`src/rtl/zion_pc_redirect_ctrl.sv`:
```
// Redirect scheduler in front of the PC generator: buffers one redirect per source,
// issues the oldest pending one, squashes younger ones and sequences a front-end flush.

module zion_pc_redirect_slot #(
  parameter int PC_WIDTH = 32
) (
  input  logic                clk,
  input  logic                rst,
  input  logic                req_vld,
  input  logic [PC_WIDTH-1:0] req_pc,
  input  logic                kill,
  output logic                pend,
  output logic [PC_WIDTH-1:0] pc
);
  logic                pend_d, pend_q;
  logic [PC_WIDTH-1:0] pc_d, pc_q;
  logic                cap;

  // A slot that is still pending never captures, so a kill only ever hits the old entry.
  always_comb begin
    cap    = req_vld & ~pend_q;
    pend_d = cap | (pend_q & ~kill);
    pc_d   = cap ? req_pc : pc_q;
  end

  always_ff @(posedge clk or negedge rst) begin
    if (!rst) begin
      pend_q <= 1'b0;
      pc_q   <= '0;
    end else begin
      pend_q <= pend_d;
      pc_q   <= pc_d;
    end
  end

  assign pend = pend_q;
  assign pc   = pc_q;
endmodule

module zion_pc_redirect_ctrl #(
  parameter int SRC_NUM   = 4,
  parameter int PC_WIDTH  = 32,
  parameter int FLUSH_CYC = 2,
  parameter int CNT_WIDTH = 16
) (
  input  logic                              clk,
  input  logic                              rst,
  input  logic [SRC_NUM-1:0]                iReqVld,
  input  logic [SRC_NUM-1:0][PC_WIDTH-1:0]  iReqPc,
  output logic [SRC_NUM-1:0]                oReqRdy,
  input  logic                              iFetchRdy,
  output logic [SRC_NUM-1:0]                oPcSetEn,
  output logic [SRC_NUM-1:0][PC_WIDTH-1:0]  oPcSetPc,
  output logic                              oPcStall,
  output logic                              oFlush,
  output logic                              oBusy,
  output logic [CNT_WIDTH-1:0]              oRedirCnt
);
  typedef enum logic {IDLE, FLUSH} state_t;

  localparam logic [3:0] FLUSH_INIT = 4'(FLUSH_CYC);

  state_t                        state_d, state_q;
  logic [3:0]                    flush_cnt_d, flush_cnt_q;
  logic [CNT_WIDTH-1:0]          redir_cnt_d, redir_cnt_q;
  logic [SRC_NUM-1:0]            pend;
  logic [SRC_NUM-1:0][PC_WIDTH-1:0] pc_buf;
  logic [SRC_NUM-1:0]            sel_oh, ge_sel, kill;
  logic                          found, issue;

  for (genvar i = 0; i < SRC_NUM; i++) begin : g_slot
    zion_pc_redirect_slot #(.PC_WIDTH(PC_WIDTH)) u_slot (
      .clk     (clk),
      .rst     (rst),
      .req_vld (iReqVld[i]),
      .req_pc  (iReqPc[i]),
      .kill    (kill[i]),
      .pend    (pend[i]),
      .pc      (pc_buf[i])
    );
  end

  // ge_sel marks the selected source and every younger one: all are cleared on issue.
  always_comb begin
    found  = 1'b0;
    sel_oh = '0;
    ge_sel = '0;
    for (int i = 0; i < SRC_NUM; i++) begin
      if (pend[i] && !found) sel_oh[i] = 1'b1;
      if (pend[i]) found = 1'b1;
      ge_sel[i] = found;
    end
    issue = (state_q == IDLE) && (pend != '0) && iFetchRdy;
    kill  = issue ? ge_sel : '0;
  end

  always_ff @(posedge clk or negedge rst) begin
    if (!rst) begin
      state_q     <= IDLE;
      flush_cnt_q <= '0;
      redir_cnt_q <= '0;
    end else begin
      state_q     <= state_d;
      flush_cnt_q <= flush_cnt_d;
      redir_cnt_q <= redir_cnt_d;
    end
  end

  always_comb begin
    state_d     = state_q;
    flush_cnt_d = flush_cnt_q;
    case (state_q)
      IDLE: begin
        if (issue && FLUSH_CYC != 0) begin
          state_d     = FLUSH;
          flush_cnt_d = FLUSH_INIT;
        end
      end
      FLUSH: begin
        flush_cnt_d = flush_cnt_q - 4'd1;
        if (flush_cnt_q == 4'd1) state_d = IDLE;
      end
      default: state_d = IDLE;
    endcase
    redir_cnt_d = (issue && redir_cnt_q != '1) ? redir_cnt_q + 1'b1 : redir_cnt_q;
  end

  always_comb begin
    oPcSetEn = '0;
    oPcStall = 1'b1;
    oFlush   = 1'b0;
    case (state_q)
      IDLE: begin
        oPcStall = ~iFetchRdy;
        if (issue) oPcSetEn = sel_oh;
      end
      FLUSH: oFlush = 1'b1;
      default: ;
    endcase
  end

  for (genvar i = 0; i < SRC_NUM; i++) begin : g_setpc
    assign oPcSetPc[i] = oPcSetEn[i] ? pc_buf[i] : '0;
  end

  assign oReqRdy   = ~pend;
  assign oBusy     = (pend != '0) || (state_q != IDLE);
  assign oRedirCnt = redir_cnt_q;
endmodule
```
`config.mk`:
```
export PLATFORM = sky130hd
export DESIGN_NAME = zion_pc_redirect_ctrl
export DESIGN_NICKNAME = d
export VERILOG_FILES = /design/src/rtl/zion_pc_redirect_ctrl.sv
export SDC_FILE = /design/constraint.sdc
export NUM_CORES = 1
export LEC_CHECK = 0
export CAP_MARGIN = 20
export CORE_MARGIN = 8
export CORE_UTILIZATION = 39
export CTS_CLUSTER_SIZE = 28
export DETAILED_ROUTE_END_ITERATION = 16
export PLACE_DENSITY = 0.77
export SYNTH_ARGS = -nofsm -noshare
export SYNTH_HDL_FRONTEND = slang
export SYNTH_SLANG_ARGS = --single-unit
```
`constraint.sdc`:
```
create_clock -name clk -period 1.86 [get_ports clk]
set_clock_uncertainty 0.1 [all_clocks]
set_input_delay 0.372 -clock clk [delete_from_list [all_inputs] [get_ports clk]]
set_output_delay 0.372 -clock clk [all_outputs]
set_load 0.01 [all_outputs]
```
==> results of run 1 <==
stage by stage:
| stage | utilization (%) | power [uW] |
|---|---|---|
| floorplan | - | 8211 |
| global placement | 60.15 | 10130 |
| detailed placement | 60.15 | 10470 |
| CTS | 65.42 | 14210 |
| global route | 70.75 | 15530 |
| finish | 70.77 | 14730 |
layout make-up:
class	count	share of cell area [%]
timing repair buffer	393	33.84
tap	225	2.300
clock buffer	21	3.680
sequential	153	31.38
clock inverter	11	1.196
inverter	8	0.3067
antenna	1	0.02044
multi-input combinational	351	27.27
timing repair:
item | in CTS | in global routing
hold buffers | 1 | 0
buffers inserted | 22 | 33
pin swaps | 20 | 69
setup endpoints to repair | 167 | 174
gates cloned | 6 | 6
gates resized for setup | 469 | 355
endpoints found under the hold margin | 20 | 0
cells in the mapped netlist (4+ instances only):
library cell,n
nor2_1,12
nand4_1,4
mux2_2,129
nor3_1,7
clkbuf_1,26
and2_1,96
nor4_1,5
nor2b_1,5
a31oi_1,4
nand3_1,8
nand2_1,9
dfrtp_1,153
and3_1,32
xor2_1,9
inv_1,7
worst max-delay path by stage:
stage                                          from       endpoint  slack [ns]  cells past startpoint
floorplan                         state_q$_DFF_PN0_   oPcSetPc[34]       -0.04                      7
global placement                          iFetchRdy   oPcSetPc[93]       -0.87                      7
detailed placement                        iFetchRdy   oPcSetPc[93]       -0.91                      7
CTS                 g_slot[1].u_slot.pend$_DFF_PN0_          oBusy       -0.72                      5
global route                      state_q$_DFF_PN0_  oPcSetPc[121]       -0.72                      8
finish              g_slot[1].u_slot.pend$_DFF_PN0_   oPcSetPc[65]       -0.64                      8
logic make-up (layout without fill, tap and decap cells):
logic type,count (synthesis),after routing,synth area share [%]
other,0,1,0
XOR/XNOR,12,12,1.528
AND/OR/NAND/NOR,188,188,16.49
multiplexers,132,132,21.60
AO/OA/AOI/OAI,16,16,1.618
flip-flops,153,153,55.65
buffers and inverters,42,433,2.564
adder cells (fa/ha/maj),3,3,0.5456
layer usage:
layer	wire length (um)	part of all wire (%)
met5	0	0
met2	13270	54
met1	8703	35
met3	1887	7.7
met4	704	2.9
critical path: stages (launching register included):
cell	delay, ns
dfrtp_2	0.44
buf_6	0.13
nor4_4	0.31
buf_4	0.22
buf_16	0.11
buf_8	0.10
buf_6	0.09
and2_4	0.13
buf_6	0.10
power by group through the flow:
| stage | clock (uW) | combinational, uW | sequential (uW) |
|---|---|---|---|
| 2_1_floorplan | 0 | 2620 | 5590 |
| 3_3_place_gp | 0 | 4360 | 5760 |
| 3_5_place_dp | 0 | 4580 | 5880 |
| 4_1_cts | 3600 | 4750 | 5870 |
| 5_1_grt | 3730 | 5660 | 6130 |
| 6_report | 3530 | 5270 | 5940 |
sequential cells by signal, summed over array words and instances, names as in the netlist:
| register | flops |
|---|---|
| g_slot.u_slot.pc | 128 |
| oRedirCnt | 16 |
| flush_cnt_q | 4 |
| g_slot.u_slot.pend | 4 |
| state_q | 1 |
==> flow_summary.yaml, run 1 <==
place:
  placed_cell_area_um2: 10400
  place_inst: 1067
  gp_congestion: 0.8473
  pre_cts_ws_ns: -0.9089
  dp_hpwl_mm: 16.08
  io_buffers: 289
finish:
  seq_area_um2: 3841
  drive_above_1_share_pct: 56.78
  multi_input_area_um2: 3338
  final_cell_mix: "dfrtp_1, clkdlybuf4s50_1, mux2_2, buf_6, and2_4"
  syn_to_final_growth_pct: 77.91
  final_common_cell: "dfrtp_1"
  stdcell_count: 1163
  final_cell_area_um2: 12240
  nNetsFinal: 1062
  fill_cells: 1182
timing:
  fmax_mhz: 400.3
  holdWs_ns: 0.2736
  period_minus_slack_ns: 2.498
  hold_violations: 0
  setup_viol: 150
  setup_tns_ns: -63.75
  relSlewSlack_pct: 68.72
  worst_pin_slew_ns: 0.4656
  rsz0062_at_grt: "yes"
  fin_ws_ns: -0.6382
  final_max_slew_viol_count: 0
  period_share_pct: 134.3
pwr:
  p_sw_uw: 4438
  pwr-share-seq_pct: 40.3
  internal_power_uw: 10300
  irDropWorstVdd_v: 0.0006931
  clkPwrFrac_pct: 24.0
  power_density_nw_per_um2: 1204
  p_comb_share_pct: 35.7
  switching_share_pct: 30.12
  leakage_uw: 0.005758
clocking:
  cts_tree: "built"
  cts_buffers: 17
  worstSkewPairLatency_ns: 0.41
  h-tree-depth: 4
  cts_root_buf: "clkbuf_16"
  clk_pin_slew_worst_paths_ns: 0.06
  cts_buffer_depth: 2
  clock-sinks: 153
setup_path:
  end_kind: "output port"
  cp.required_ns: 1.39
  r2r_end: "oRedirCnt[12]$_DFFE_PN0P_"
  r2r-start: "g_slot[1].u_slot.pend$_DFF_PN0_"
  rrSetupSlack_ns: -0.25
  path_max_fanout: 4
  setup.worst_path.start_class: "register"
  path_class: "register to output port"
  rr_worst_depth: 9
  crit_arrival_ns: 2.03
status:
  status: "finished with violations"
  violations: "setup timing"
logic_synthesis:
  ys.flop_type: "dfrtp_1"
  ys_warn_count: 0
  yosys-top-cells-area: "dfrtp_1, mux2_2, and2_1"
  avgSynthCellArea_um2: 12.60
  syn_inst: 546
  synth_fp_nets: 684
  synth_top_area_share_pct: 55.65
  synth_async_sr_flop_share_pct: 100.0
  synth_edf_count: 0
  yosysTopAreaCell: "dfrtp_1"
  synth_seq_cells: 153
  ys_seq_area_share_pct: 55.65
  syn_area_um2: 6880
  synth_cell_types: 37
global_routing:
  met3_usage_pct: 6.614
  grtUsageTotal_pct: 19.96
  grt_max_degree: 68
  antenna_found_initial: 0
  grt_busiest_layer: "met2"
  grt_pass1_vias: 6323
  overflow: 0
  gr-usage-met2_pct: 35.64
  grt_pass1_wl_mm: 34.42
  globalRouteMet1Util_pct: 21.22
detailed_routing:
  vias: 5869
  drc_errors: 0
  drt_iter0_markers: 183
  drt_wl_total_mm: 24.57
  wl_per_cell_um: 21.12
  drt-pass1-iter-count: 4
  vias_per_cell: 5.046
  antenna_left: 0
floorplanning:
  die_x_um: 148.8
  io_pins: 290
  rows: 48
  die_h_um: 148.8
  start_util_pct: 39.78
  core_um2: 17300
  dieArea_um2: 22150
flow_run:
  max_cap_viol_count: 0
worst_hold_path:
  holdCritPathClass: "primary input to asynchronous set/reset pin"
Note: power is estimated with default switching activity, not from simulation.
==> inputs of run 2 (changes only) <==
- GPL_TIMING_DRIVEN: not set -> 0
==> flow_summary.yaml, run 2 (synthesis results as in run 1) <==
detailed_routing:
  drt_iter0_markers: 155
  drc_errors: 0
  wl_met3_mm: 1.849
  vias: 5714
  antenna_left: 0
  wl_met2_mm: 11.97
  drt_wl_total_mm: 22.89
  drt-pass1-iter-count: 4
  wl_per_cell_um: 19.73
  dr.max_layer_used: "met4"
  vias_per_cell: 4.926
  wl_met1_mm: 8.506
finish:
  drive_above_1_share_pct: 57.54
  largest_reg_flops: 128
  final_cell_mix: "buf_6, dfrtp_1, clkdlybuf4s50_1, mux2_2, and2_4"
  fin_util_pct: 70.50
  final_cell_area_um2: 12190
  antennaDiodeCount: 0
  final_common_cell: "buf_6"
  fill_cells: 1222
  syn_to_final_growth_pct: 77.23
  nNetsFinal: 1060
floorplanning:
  dieArea_um2: 22150
  die_x_um: 148.8
  io_pins: 290
  rows: 48
  core_um2: 17300
  die_h_um: 148.8
  start_util_pct: 39.78
global_routing:
  overflow: 0
  grt_pass1_wl_mm: 34.09
  grt_max_degree: 80
  grt_pass1_vias: 6141
  antenna_found_initial: 0
  grtUsageTotal_pct: 19.75
setup_path:
  setup.worst_path.start_class: "register"
  path_class: "register to output port"
  r2r_end: "oRedirCnt[1]$_DFFE_PN0P_"
  path_max_fanout: 5
  rr_worst_depth: 9
  rrSetupSlack_ns: -0.28
  end_kind: "output port"
  r2r-start: "state_q$_DFF_PN0_"
  cp.required_ns: 1.39
  crit_arrival_ns: 1.98
timing:
  fin_ws_ns: -0.5887
  relSlewSlack_pct: 60.11
  rsz0062_at_grt: "yes"
  worst_pin_slew_ns: 0.5983
  hold_violations: 0
  setup_viol: 151
  fmax_mhz: 408.4
  period_minus_slack_ns: 2.449
  final_max_slew_viol_count: 0
  period_share_pct: 131.7
worst_hold_path:
  holdCritPathClass: "register to register"
  whs_endpoint: "g_slot[0].u_slot.pc[0]$_DFFE_PN0P_"
  whs_path_depth: 1
  min_from: "g_slot[0].u_slot.pc[0]$_DFFE_PN0P_"
clocking:
  cts_buffers: 17
  h-tree-depth: 4
  worstSkewPairLatency_ns: 0.40
  cts_buffer_depth: 2
  clk_pin_slew_worst_paths_ns: 0.06
  cts_root_buf: "clkbuf_16"
  cts_tree: "built"
  clock-sinks: 153
place:
  placed_cell_area_um2: 10150
  gp_congestion: 0.7731
  io_buffers: 289
  dp_hpwl_mm: 15.59
pwr:
  irDropWorstVdd_v: 0.0007105
  switching_share_pct: 29.89
  leakage_uw: 0.005519
  clkPwrFrac_pct: 24.7
  pwr-share-seq_pct: 41.1
  p_comb_share_pct: 34.2
  power_density_nw_per_um2: 1187
  internal_power_uw: 10150
  p_sw_uw: 4328
flow_run:
  max_cap_viol_count: 0
status:
  violations: "setup timing"
  status: "finished with violations"
[run 2: changes by cell type in the layout (fill, tap and decap cells not counted), moves of 11 or more]
cell,delta
buf_4,-27
and3_4,+19
dlygate4sd2_1,+12
and3_1,-19
dlymetal6s2s_1,-17
buf_6,+23
buf_12,-11
[run 2: critical path: stages (launching register included)]
cell and delay [ns]:
dfrtp_2 0.42, nor2b_4 0.19, inv_2 0.08, buf_8 0.13, nor3_4 0.16, buf_6 0.16, buf_6 0.12, buf_6 0.09
and2_4 0.12, buf_6 0.10
[run 2: metal layers]
metal	GRT usage, %	up-vias
li1	-	2627
met1	21.73	2871
met2	34.20	181
met3	7.464	35
met4	7.219	0
met5	0	-
[run 2: through the flow]
stage	cells	worst slack (ns)	TNS, ns	hold slack [ns]	power (uW)
after global placement	1060	-6.253	-1164.00	0.3624	9792
after global routing	1160	-0.6884	-76.01	0.4164	15280
after CTS	1144	-0.7812	-86.34	0.3832	14070
after floorplan	546	-0.04205	-1.988	-0.02359	8211
final	1160	-0.5887	-62.62	0.3965	14480
after detailed placement	1061	-1.307	-208.76	0.2871	9988
[run 2: how the worst max path moves through the flow]
stage               cells after the start  slack [ns]               from                             endpoint
floorplan                               7       -0.04  state_q$_DFF_PN0_                         oPcSetPc[34]
global placement                        1       -6.25                rst  g_slot[0].u_slot.pc[15]$_DFFE_PN0P_
detailed placement                      7       -1.31          iFetchRdy                        oPcSetPc[104]
CTS                                    10       -0.78  state_q$_DFF_PN0_                        oPcSetPc[101]
global route                            9       -0.69  state_q$_DFF_PN0_                        oPcSetPc[103]
finish                                  9       -0.59  state_q$_DFF_PN0_                         oPcSetPc[54]
[run 2: layout make-up]
class	count	area [um^2]	share of cell area, %
plain buffers	31	276.5	2.268
clock buffers	19	442.9	3.632
clock inverters	13	166.4	1.365
inverters	8	30.03	0.2463
multi-input cells	351	3436	28.18
flip-flops and latches	153	3840	31.49
well taps	225	281.5	2.309
repair buffers	360	3721	30.52
[run 2: repair_timing]
action / in CTS / in global routing
pin swaps: 67 / 55
gates cloned: 10 / 1
endpoints found under the hold margin: 74 / 0
hold buffers: 1 / 0
buffers inserted: 40 / 28
setup endpoints to repair: 282 / 251
gates resized for setup: 780 / 202
[run 2: power by group through the flow]
stage	clock (uW)	sequential [uW]	combinational, uW
2_1_floorplan	0	5590	2620
3_3_place_gp	0	5770	4030
3_5_place_dp	0	5850	4140
4_1_cts	3660	5860	4560
5_1_grt	3790	6170	5310
6_report	3570	5950	4950
==> inputs of run 3 (changes only) <==
- CTS_CLUSTER_DIAMETER: not set -> 200
- RECOVER_POWER: not set -> 25
==> flow_summary.yaml, run 3 (synthesis results as in run 1) <==
setup_path:
  path_class: "register to output port"
  r2r_end: "oRedirCnt[1]$_DFFE_PN0P_"
  crit_arrival_ns: 1.98
  crit_top_cell: "buf_6"
  max_stage_delay_ns: 0.42
  rr_worst_depth: 9
  end_kind: "output port"
  path_max_fanout: 5
  crit_chain: "nor2b_4, inv_2, buf_8, nor3_4, buf_6, buf_6, buf_6, and2_4, buf_6"
  rrSetupSlack_ns: -0.28
  r2r-start: "state_q$_DFF_PN0_"
  crit_slowest_cell: "dfrtp_2"
  cp.required_ns: 1.39
  setup.worst_path.start_class: "register"
detailed_routing:
  vias: 5711
  drt-pass1-iter-count: 4
  wl_per_cell_um: 19.74
  drt_wl_total_mm: 22.89
  antenna_left: 0
  vias_per_cell: 4.923
  drt_iter0_markers: 155
  drc_errors: 0
timing:
  period_minus_slack_ns: 2.449
  fmax_mhz: 408.4
  hold_violations: 0
  final_max_slew_viol_count: 0
  rsz0062_at_grt: "yes"
  worst_pin_slew_ns: 1.091
  period_share_pct: 131.7
  relSlewSlack_pct: 27.27
  setup_tns_ns: -62.62
  setup_viol: 151
  fin_ws_ns: -0.5887
global_routing:
  grt_pass1_vias: 6141
  grt_pass1_wl_mm: 34.09
  antenna_found_initial: 0
  grtUsageTotal_pct: 19.75
  grt_max_degree: 80
  overflow: 0
floorplanning:
  dieArea_um2: 22150
  start_util_pct: 39.78
  rows: 48
  io_pins: 290
  core_um2: 17300
  die_x_um: 148.8
  die_h_um: 148.8
worst_hold_path:
  holdCritPathClass: "register to register"
  min_from: "g_slot[0].u_slot.pc[0]$_DFFE_PN0P_"
  whs_path_depth: 1
  whs_endpoint: "g_slot[0].u_slot.pc[0]$_DFFE_PN0P_"
finish:
  drive_above_1_share_pct: 57.54
  antennaDiodeCount: 0
  largest_reg_flops: 128
  final_common_cell: "buf_6"
  nNetsFinal: 1060
  syn_to_final_growth_pct: 77.12
  stdcell_count: 1160
  fill_cells: 1222
  final_cell_mix: "buf_6, dfrtp_1, clkdlybuf4s50_1, mux2_2, and2_4"
  final_cell_area_um2: 12190
clocking:
  cts_tree: "built"
  cts_buffer_depth: 2
  h-tree-depth: 4
  cts_root_buf: "clkbuf_16"
  cts_buffers: 17
  worstSkewPairLatency_ns: 0.40
  clock-sinks: 153
  clk_pin_slew_worst_paths_ns: 0.06
pwr:
  irDropWorstVdd_v: 0.0007105
  power_density_nw_per_um2: 1188
  leakage_uw: 0.005517
place:
  place_inst: 1061
  gp_congestion: 0.7731
  io_buffers: 289
  placed_cell_area_um2: 10150
  dp_hpwl_mm: 15.59
flow_run:
  max_cap_viol_count: 0
status:
  status: "finished with violations"
  violations: "setup timing"
[run 3: area by class of cell]
type,instances,area [um^2],share of cell area (%)
clock buffer,19,442.9,3.634
tap,225,281.5,2.310
sequential,153,3840,31.51
inverter,8,30.03,0.2464
clock inverter,13,166.4,1.366
timing repair buffer,360,3714,30.47
buffer,31,276.5,2.269
multi-input combinational,351,3436,28.19
[run 3: metal layers]
metal | wire, um | GRT usage [%] | part of all wire, % | vias to the layer above
met1 | 8508 | 21.73 | 37 | 2868
met2 | 11970 | 34.20 | 52 | 181
met4 | 561 | 7.219 | 2.5 | 0
met3 | 1849 | 7.464 | 8.1 | 35
li1 | - | - | - | 2627
met5 | 0 | 0 | 0 | -
[run 3: through the flow]
step                power, uW  utilization [%]  worst slack, ns  hold slack (ns)
finish                  14470            70.46          -0.5887           0.3965
global route            15280            70.46          -0.6884           0.4164
global placement         9792            58.47           -6.253           0.3624
detailed placement       9988            58.66           -1.307           0.2871
floorplan                8211                -         -0.04205         -0.02359
CTS                     14070            65.97          -0.7812           0.3832
[run 3: timing repair]
action | CTS | global route
resized for setup | 780 | 202
endpoints found under the setup margin | 282 | 251
setup buffers | 40 | 28
pin swaps | 67 | 55
hold buffers | 1 | 0
hold endpoints to repair | 74 | 0
gates cloned | 10 | 1
[run 3: worst max path at each step]
stage	depth (start not counted)	startpoint	endpoint	slack (ns)
6_report	9	state_q$_DFF_PN0_	oPcSetPc[54]	-0.59
5_1_grt	9	state_q$_DFF_PN0_	oPcSetPc[103]	-0.69
4_1_cts	10	state_q$_DFF_PN0_	oPcSetPc[101]	-0.78
3_5_place_dp	7	iFetchRdy	oPcSetPc[104]	-1.31
3_3_place_gp	1	rst	g_slot[0].u_slot.pc[15]$_DFFE_PN0P_	-6.25
2_1_floorplan	7	state_q$_DFF_PN0_	oPcSetPc[34]	-0.04
[run 3: critical path, delay by kind of cell (launching register included)]
family	cells	cell delay, ns
flops	1	0.42
buf+inv	6	0.68
simple gates	3	0.47
[run 3: where the power goes]
group	internal (uW)	total [uW]	switching (uW)
Combinational	3040	4950	1910
Sequential	4940	5950	1010
Clock	2160	3570	1410
